**src/rtl/seq_arith_unit.sv**
```systemverilog
// ---------------------------------------------------------------------------
// seq_arith_unit
//
// Multi-cycle four-function arithmetic unit (add, sub, unsigned mul, unsigned
// div). Operands and opcode are captured on a Start request while idle. The
// result and condition codes appear together with a one-cycle Done pulse and
// hold until the next Done.
//
// Handshake: Start is a request that is sampled only while Busy=0. There is no
// queueing, so a Start seen while Busy=1 is dropped. Done is a single-cycle
// strobe. Rout and the flags are valid from the Done cycle on. Busy is already
// low in the Done cycle, so a Start held high in that cycle is accepted at the
// next edge.
//
// Ports
//   Clock     in   1        rising-edge clock
//   Reset     in   1        asynchronous, active-low reset
//   Start     in   1        operation request (sampled while idle)
//   Op        in   2        00 add, 01 sub, 10 mul, 11 div
//   A, B      in   WIDTH    operands (dividend / divisor for div)
//   Busy      out  1        operation in progress
//   Done      out  1        one-cycle completion pulse
//   Rout      out  2*WIDTH  result
//   OVR, NEG, ZERO, DivZero out 1  condition codes
//   dbg_state out  2        current FSM state (IDLE=0, ADDSUB=1, MUL=2, DIV=3)
// ---------------------------------------------------------------------------
module seq_arith_unit #(
    parameter int WIDTH = 8
) (
    input  logic               Clock,
    input  logic               Reset,
    input  logic               Start,
    input  logic [1:0]         Op,
    input  logic [WIDTH-1:0]   A,
    input  logic [WIDTH-1:0]   B,
    output logic               Busy,
    output logic               Done,
    output logic [2*WIDTH-1:0] Rout,
    output logic               OVR,
    output logic               NEG,
    output logic               ZERO,
    output logic               DivZero,
    output logic [1:0]         dbg_state
);

    typedef enum logic [1:0] {
        S_IDLE   = 2'd0,
        S_ADDSUB = 2'd1,
        S_MUL    = 2'd2,
        S_DIV    = 2'd3
    } state_t;

    localparam int              CNT_W     = $clog2(WIDTH) + 1;
    localparam logic [CNT_W-1:0] LAST_ITER = CNT_W'(WIDTH - 1);

    // Control
    state_t             state_q,  state_d;
    logic [CNT_W-1:0]   cnt_q,    cnt_d;
    logic               sub_q,    sub_d;
    logic               dz_pend_q, dz_pend_d;

    // Operand / working registers
    logic [WIDTH-1:0]   a_q,      a_d;
    logic [WIDTH-1:0]   b_q,      b_d;
    logic [2*WIDTH-1:0] mcand_q,  mcand_d;
    logic [WIDTH-1:0]   mplr_q,   mplr_d;
    logic [2*WIDTH-1:0] acc_q,    acc_d;
    logic [WIDTH-1:0]   rem_q,    rem_d;
    logic [WIDTH-1:0]   quo_q,    quo_d;

    // Visible results
    logic               done_q,   done_d;
    logic [2*WIDTH-1:0] rout_q,   rout_d;
    logic               ovr_q,    ovr_d;
    logic               neg_q,    neg_d;
    logic               zero_q,   zero_d;
    logic               divz_q,   divz_d;

    // Add/sub datapath: subtraction is a + ~b + 1.
    logic [WIDTH-1:0]   b_eff;
    logic [WIDTH-1:0]   addsub_r;
    logic               addsub_ovr;

    // One shift-add step
    logic [2*WIDTH-1:0] mul_acc_next;

    // One restoring-division step
    logic [WIDTH:0]     div_shift;
    logic [WIDTH:0]     div_diff;
    logic [WIDTH-1:0]   div_rem_next;
    logic [WIDTH-1:0]   div_quo_next;

    always_comb begin
        b_eff      = sub_q ? ~b_q : b_q;
        addsub_r   = a_q + b_eff + {{(WIDTH-1){1'b0}}, sub_q};
        // Signed overflow: both adder inputs share a sign the result lacks.
        addsub_ovr = (a_q[WIDTH-1] == b_eff[WIDTH-1]) &&
                     (addsub_r[WIDTH-1] != a_q[WIDTH-1]);

        mul_acc_next = mplr_q[0] ? (acc_q + mcand_q) : acc_q;

        // Bring the next dividend bit into the partial remainder, then try
        // to subtract the divisor. A borrow (MSB set) means restore.
        div_shift    = {rem_q, quo_q[WIDTH-1]};
        div_diff     = div_shift - {1'b0, b_q};
        div_rem_next = div_diff[WIDTH] ? div_shift[WIDTH-1:0] : div_diff[WIDTH-1:0];
        div_quo_next = {quo_q[WIDTH-2:0], ~div_diff[WIDTH]};
    end

    always_comb begin
        state_d   = state_q;
        cnt_d     = cnt_q;
        sub_d     = sub_q;
        dz_pend_d = dz_pend_q;
        a_d       = a_q;
        b_d       = b_q;
        mcand_d   = mcand_q;
        mplr_d    = mplr_q;
        acc_d     = acc_q;
        rem_d     = rem_q;
        quo_d     = quo_q;
        done_d    = 1'b0;
        rout_d    = rout_q;
        ovr_d     = ovr_q;
        neg_d     = neg_q;
        zero_d    = zero_q;
        divz_d    = divz_q;

        case (state_q)
            S_IDLE: begin
                if (Start) begin
                    a_d       = A;
                    b_d       = B;
                    sub_d     = Op[0];
                    cnt_d     = '0;
                    mcand_d   = {{WIDTH{1'b0}}, A};
                    mplr_d    = B;
                    acc_d     = '0;
                    rem_d     = '0;
                    quo_d     = A;
                    dz_pend_d = (B == '0);
                    case (Op)
                        2'b10:   state_d = S_MUL;
                        2'b11:   state_d = S_DIV;
                        default: state_d = S_ADDSUB;
                    endcase
                end
            end

            S_ADDSUB: begin
                rout_d  = {{WIDTH{addsub_r[WIDTH-1]}}, addsub_r};
                ovr_d   = addsub_ovr;
                neg_d   = addsub_r[WIDTH-1];
                zero_d  = (addsub_r == '0);
                divz_d  = 1'b0;
                done_d  = 1'b1;
                state_d = S_IDLE;
            end

            S_MUL: begin
                acc_d   = mul_acc_next;
                mcand_d = mcand_q << 1;
                mplr_d  = mplr_q >> 1;
                cnt_d   = cnt_q + CNT_W'(1);
                if (cnt_q == LAST_ITER) begin
                    rout_d  = mul_acc_next;
                    ovr_d   = |mul_acc_next[2*WIDTH-1:WIDTH];
                    neg_d   = 1'b0;
                    zero_d  = (mul_acc_next == '0);
                    divz_d  = 1'b0;
                    done_d  = 1'b1;
                    state_d = S_IDLE;
                end
            end

            S_DIV: begin
                if (dz_pend_q) begin
                    // Divide by zero finishes in one step; quo_q still holds A.
                    rout_d  = {quo_q, {WIDTH{1'b1}}};
                    ovr_d   = 1'b1;
                    neg_d   = 1'b0;
                    zero_d  = 1'b0;
                    divz_d  = 1'b1;
                    done_d  = 1'b1;
                    state_d = S_IDLE;
                end else begin
                    rem_d = div_rem_next;
                    quo_d = div_quo_next;
                    cnt_d = cnt_q + CNT_W'(1);
                    if (cnt_q == LAST_ITER) begin
                        rout_d  = {div_rem_next, div_quo_next};
                        ovr_d   = 1'b0;
                        neg_d   = 1'b0;
                        zero_d  = (div_quo_next == '0);
                        divz_d  = 1'b0;
                        done_d  = 1'b1;
                        state_d = S_IDLE;
                    end
                end
            end

            default: state_d = S_IDLE;
        endcase
    end

    always_ff @(posedge Clock or negedge Reset) begin
        if (!Reset) begin
            state_q   <= S_IDLE;
            cnt_q     <= '0;
            sub_q     <= 1'b0;
            dz_pend_q <= 1'b0;
            a_q       <= '0;
            b_q       <= '0;
            mcand_q   <= '0;
            mplr_q    <= '0;
            acc_q     <= '0;
            rem_q     <= '0;
            quo_q     <= '0;
            done_q    <= 1'b0;
            rout_q    <= '0;
            ovr_q     <= 1'b0;
            neg_q     <= 1'b0;
            zero_q    <= 1'b0;
            divz_q    <= 1'b0;
        end else begin
            state_q   <= state_d;
            cnt_q     <= cnt_d;
            sub_q     <= sub_d;
            dz_pend_q <= dz_pend_d;
            a_q       <= a_d;
            b_q       <= b_d;
            mcand_q   <= mcand_d;
            mplr_q    <= mplr_d;
            acc_q     <= acc_d;
            rem_q     <= rem_d;
            quo_q     <= quo_d;
            done_q    <= done_d;
            rout_q    <= rout_d;
            ovr_q     <= ovr_d;
            neg_q     <= neg_d;
            zero_q    <= zero_d;
            divz_q    <= divz_d;
        end
    end

    assign Busy      = (state_q != S_IDLE);
    assign Done      = done_q;
    assign Rout      = rout_q;
    assign OVR       = ovr_q;
    assign NEG       = neg_q;
    assign ZERO      = zero_q;
    assign DivZero   = divz_q;
    assign dbg_state = state_q;

endmodule

```
**config.mk**
```make
export PLATFORM = sky130hd
export DESIGN_NAME = seq_arith_unit
export DESIGN_NICKNAME = d
export VERILOG_FILES = /design/src/rtl/seq_arith_unit.sv
export SDC_FILE = /design/constraint.sdc
export NUM_CORES = 1
export LEC_CHECK = 0
export BUFFER_PORTS_ARGS = -buffer_cell sky130_fd_sc_hd__buf_2
export CAP_MARGIN = 20
export CELL_PAD_IN_SITES_DETAIL_PLACEMENT = 1
export CELL_PAD_IN_SITES_GLOBAL_PLACEMENT = 1
export CORE_MARGIN = 3
export CORE_UTILIZATION = 47
export DETAILED_ROUTE_END_ITERATION = 8
export PLACE_DENSITY = 0.89
export SETUP_SLACK_MARGIN = 0.05
export SKIP_LAST_GASP = 1
export SYNTH_ARGS = -nofsm -noshare
export SYNTH_HDL_FRONTEND = slang
export SYNTH_SLANG_ARGS = --single-unit
```
**constraint.sdc**
```tcl
create_clock -name Clock -period 3.2 [get_ports Clock]
set_input_delay 0.8 -clock Clock [delete_from_list [all_inputs] [get_ports Clock]]
set_output_delay 0.8 -clock Clock [all_outputs]
set_load 0.03 [all_outputs]
```
==> results_tabular.tex <==
\begin{tabular}{lr}
\hline
Metric & Value \\
\hline
\multicolumn{2}{l}{\textbf{Setup path}} \\
\quad Reg-to-reg setup timing slack & 70 ps \\
\quad Launching instance or port of the critical path & quo\_q[7]\$\_DFFE\_PN0P\_ \\
\quad Largest stage delay on the critical path & 400 ps \\
\quad Crit path depth & 12 \\
\quad Setup Crit Path Kind & reg -> reg \\
\quad Crit path max-delay cell type & dfrtp\_1 \\
\quad WP data arrival & 3360 ps \\
\quad Cell count of the worst reg-to-reg path & 12 \\
\quad CP endpoint & Rout[9]\$\_DFFE\_PN0P\_ \\
\quad Startpoint type of the worst setup path & flop \\
\quad Sequence of cells on the critical path & inv\_1, ha\_1, inv\_1, fa\_2, a21oi\_2, o211ai\_1, o41ai\_2, xnor2\_2, buf\_4, mux2i\_1, o2111a\_1, a21oi\_1 \\
\quad Worst Path Required & 3430 ps \\
\quad Endpoint of the worst-slack reg-to-reg timing path & Rout[9]\$\_DFFE\_PN0P\_ \\
\quad Startpoint of the worst register-to-register path & quo\_q[7]\$\_DFFE\_PN0P\_ \\
\quad Most numerous cell on the critical path & inv\_1 \\
\quad Crit-path max FO & 5 \\
\quad Worst path buffer plus inverter count & 3 \\
\quad Critical path endpoint category & flop \\
\quad Cell family contributing the most delay on the critical path & compound AO/OA/AOI/OAI gates \\
\multicolumn{2}{l}{\textbf{Synthesis}} \\
\quad Cell type with the highest aggregate area in the netlist & dfrtp\_1 \\
\quad Synth unique cells & 57 \\
\quad Syn avg cell area & 8.70 µm² \\
\quad Number of enable flip-flop cells after synthesis & 0 \\
\quad Syn Inst Count & 699 \\
\quad Most common cell in the netlist & nand2\_1 \\
\quad Top-area cell type share of the netlist area & 41.6\% \\
\quad Number of flip-flops and latches in the synthesized netlist & 101 \\
\quad Netlist Area Pre-Place & 0.00608 mm² \\
\quad Leading cell types by count after synthesis & 146 x nand2\_1, 101 x dfrtp\_1, 58 x nor2\_1, 42 x a21oi\_1, 38 x o21ai\_0 \\
\quad Net count of the mapped netlist & 753 \\
\quad Async set-reset flop share out of synthesis & 100\% \\
\quad Proportion of synthesized chip area in sequential cells & 41.6\% \\
\quad Main synth FF type & dfrtp\_1 \\
\quad Number of warning messages in the yosys log & 0 \\
\quad Ranking of synthesized cells by area & dfrtp\_1 42\%, nand2\_1 9.0\%, ha\_1 6.2\% \\
\multicolumn{2}{l}{\textbf{Floorplanning}} \\
\quad I/O pins & 45 \\
\quad Chip Height & 120 µm \\
\quad Row count & 40 \\
\quad Die Outline Area & 0.0143 mm² \\
\quad Standard cell core area & 0.0123 mm² \\
\quad Initial Util & 49.4\% \\
\quad Width of the die & 120 µm \\
\multicolumn{2}{l}{\textbf{STA}} \\
\quad Fmax & 319 MHz \\
\quad Setup slack after layout & 70.1 ps \\
\quad Clk\_skew & 13.4 ps \\
\quad Min Tclk post-route & 3130 ps \\
\quad Worst slew margin relative to its limit & 31.4\% \\
\quad Setup TNS Final & 0 ps \\
\quad Tightest Pin Transition & 1030 ps \\
\quad Fin crit share & 97.8\% \\
\quad Number of max-slew violations in the final report & 0 \\
\quad Final setup violating endpoints & 0 \\
\quad Endpoints failing hold & 0 \\
\multicolumn{2}{l}{\textbf{Cells and area}} \\
\quad Post-layout util & 55.7\% \\
\quad \# fillers & 1520 \\
\quad Antenna Diode Count & 0 \\
\quad Share of post-route cells with drive strength above 1 & 13.2\% \\
\quad \# nets final & 792 \\
\quad Synth-to-layout area growth & 12.8\% \\
\quad Final design area excluding fillers & 0.00686 mm² \\
\multicolumn{2}{l}{\textbf{Placed design}} \\
\quad Dpl hpwl & 14400 µm \\
\quad Pre-CTS setup slack & 83.6 ps \\
\quad GPL Wtd Cong & 0.889 \\
\quad Port bufs & 44 \\
\quad Placed instance area & 0.00648 mm² \\
\multicolumn{2}{l}{\textbf{CTS}} \\
\quad Clock latency on the worst-skew pair & 360 ps \\
\quad Num Clock Sinks & 101 \\
\quad Hold Buf Count CTS & 0 \\
\quad Clock-pin slew on the worst setup and hold paths & 80 ps \\
\quad CTS Buf Count & 9 \\
\quad CTS tree & built \\
\quad Clock root buffer & clkbuf\_16 \\
\quad Maximum clock insertion buffer count & 2 \\
\quad CTS H-tree lvls & 3 \\
\multicolumn{2}{l}{\textbf{Power}} \\
\quad Total power per unit cell area & 1330 mW/mm² \\
\quad Worst ir drop on vdd & 0.655 mV \\
\quad P\_leak & 3.35 nW \\
\quad Total power of the final layout & 9.12 mW \\
\multicolumn{2}{l}{\textbf{GRT}} \\
\quad Met2 track demand over resource in global routing & 49.0\% \\
\quad Wire length of the first global-routing pass & 32100 µm \\
\quad Layer with the highest usage & met2 \\
\quad Global-route met1 utilization & 35.5\% \\
\quad Met3 track demand over resource & 5.04\% \\
\quad Maximum number of pins on one net before global-route repair & 52 \\
\quad Number of global-route vias before repair & 5995 \\
\quad Antenna violations before repair & 0 \\
\quad Total global routing overflow & 0 \\
\quad Overall Global Routing Usage & 28.4\% \\
\multicolumn{2}{l}{\textbf{Detailed routing}} \\
\quad WL per Instance & 23.0 µm \\
\quad Number of design rule violations left after detail routing & 0 \\
\quad DR vias/cell & 6.22 \\
\quad Violation count after the first detailed-routing iteration & 526 \\
\quad DRT Wirelength & 21000 µm \\
\quad Number of search-and-repair iterations in the first detailed-routing pass & 7 \\
\quad Antenna-violating nets left & 0 \\
\quad Overall via count from detail\_route & 5657 \\
\multicolumn{2}{l}{\textbf{Hold path}} \\
\quad Class of the worst hold path & in -> async \\
\multicolumn{2}{l}{\textbf{Run}} \\
\quad Max Cap Viol & 0 \\
\multicolumn{2}{l}{\textbf{Run status}} \\
\quad Status & finished, final reports clean \\
\hline
\end{tabular}
## per-layer routing
metal	vias to the layer above	wire, µm
met5	-	0
met4	0	821
met3	57	1180
met2	219	10600
met1	2850	8310
li1	2531	-
## power by group
| part | switching, mW | leakage [nW] | total [mW] | internal, mW |
|---|---|---|---|---|
| combinational | 3.49 | 1.93 | 5.55 | 2.06 |
| clock | 0.521 | 0.145 | 1.15 | 0.627 |
| sequential | 0.595 | 1.27 | 2.42 | 1.83 |
| total | 4.60 | 3.35 | 9.12 | 4.51 |
## layout by cell type (no fill, tap or decap), types with 3 or more instances in the layout
master     Yosys  routed
a211oi_1       9       7
a21o_1        20      20
a21oi_1       42      41
a22oi_1        4       4
a31oi_1        7       7
buf_2          1      43
buf_4          0      17
clkbuf_16      0       9
dfrtp_1      101     100
ha_1          30      30
inv_1         23      23
mux2i_1       22      22
nand2_1      146     146
nand2b_1       6       6
nand3_1       33      33
nand4_1        8       8
nor2_1        58      57
nor2b_1        6       6
nor3_1         7       7
nor4_1         5       5
o211ai_1       7       7
o21a_1        10      10
o21ai_0       38      38
o21bai_1       4       4
o221ai_1       3       3
o22ai_1        3       3
o31ai_1        3       3
o32a_1         5       5
xnor2_1       14      13
xor2_1        15      15
## cell type report
class                      instances  area, µm²  share of cell area [%]
clock buffer                      10        239                    3.48
multi-input combinational        541       3370                    49.1
sequential                       101       2530                    36.9
timing repair buffer              62        374                    5.45
inverter                          23       86.3                    1.26
tap                              168        210                    3.06
clock inverter                     4       56.3                   0.821
## state kept, by name, summed over array words and instances, names as in the netlist
signal / flops
Rout: 16
acc_q: 16
mcand_q: 16
a_q: 8
b_q: 8
mplr_q: 8
quo_q: 8
rem_q: 8
cnt_q: 4
dbg_state: 2
DivZero: 1
Done: 1
NEG: 1
OVR: 1
ZERO: 1
dz_pend_q: 1
sub_q: 1
## how the worst min path moves through the flow
stage | start | to | slack, ps | depth (start not counted)
3_5_place_dp | mplr_q[1]$_DFFE_PN0P_ | mplr_q[1]$_DFFE_PN0P_ | 460 | 2
2_1_floorplan | mplr_q[1]$_DFFE_PN0P_ | mplr_q[1]$_DFFE_PN0P_ | 440 | 2
5_1_grt | DivZero$_DFFE_PN0N_ | DivZero$_DFFE_PN0N_ | 510 | 1
4_1_cts | mplr_q[1]$_DFFE_PN0P_ | mplr_q[1]$_DFFE_PN0P_ | 480 | 2
3_3_place_gp | mplr_q[1]$_DFFE_PN0P_ | mplr_q[1]$_DFFE_PN0P_ | 450 | 2
6_report | Reset | acc_q[7]$_DFFE_PN0P_ | 470 | 1
## kinds of logic after synthesis
kind of cell,synth area share [%]
simple gates,19.7
compound gates,19.3
flops,41.6
buf+inv,3.91
fa+ha+maj,7.16
xor+xnor,4.18
mux,4.24
## through the flow
stage | instances | hold WS [ps]
after floorplan | 699 | 440
after global placement | 889 | 455
after detailed placement | 889 | 459
after CTS | 905 | 475
after global routing | 909 | 511
final | 909 | 475
## timing repair
| item | 4_1_cts | 5_1_grt |
|---|---|---|
| setup endpoints to repair | 1 | 10 |
| pin swaps | 1 | 4 |
| setup buffers | 2 | 3 |
| cloned | 0 | 1 |
| gates resized for setup | 0 | 10 |
Power figures use the tool's default switching activity.
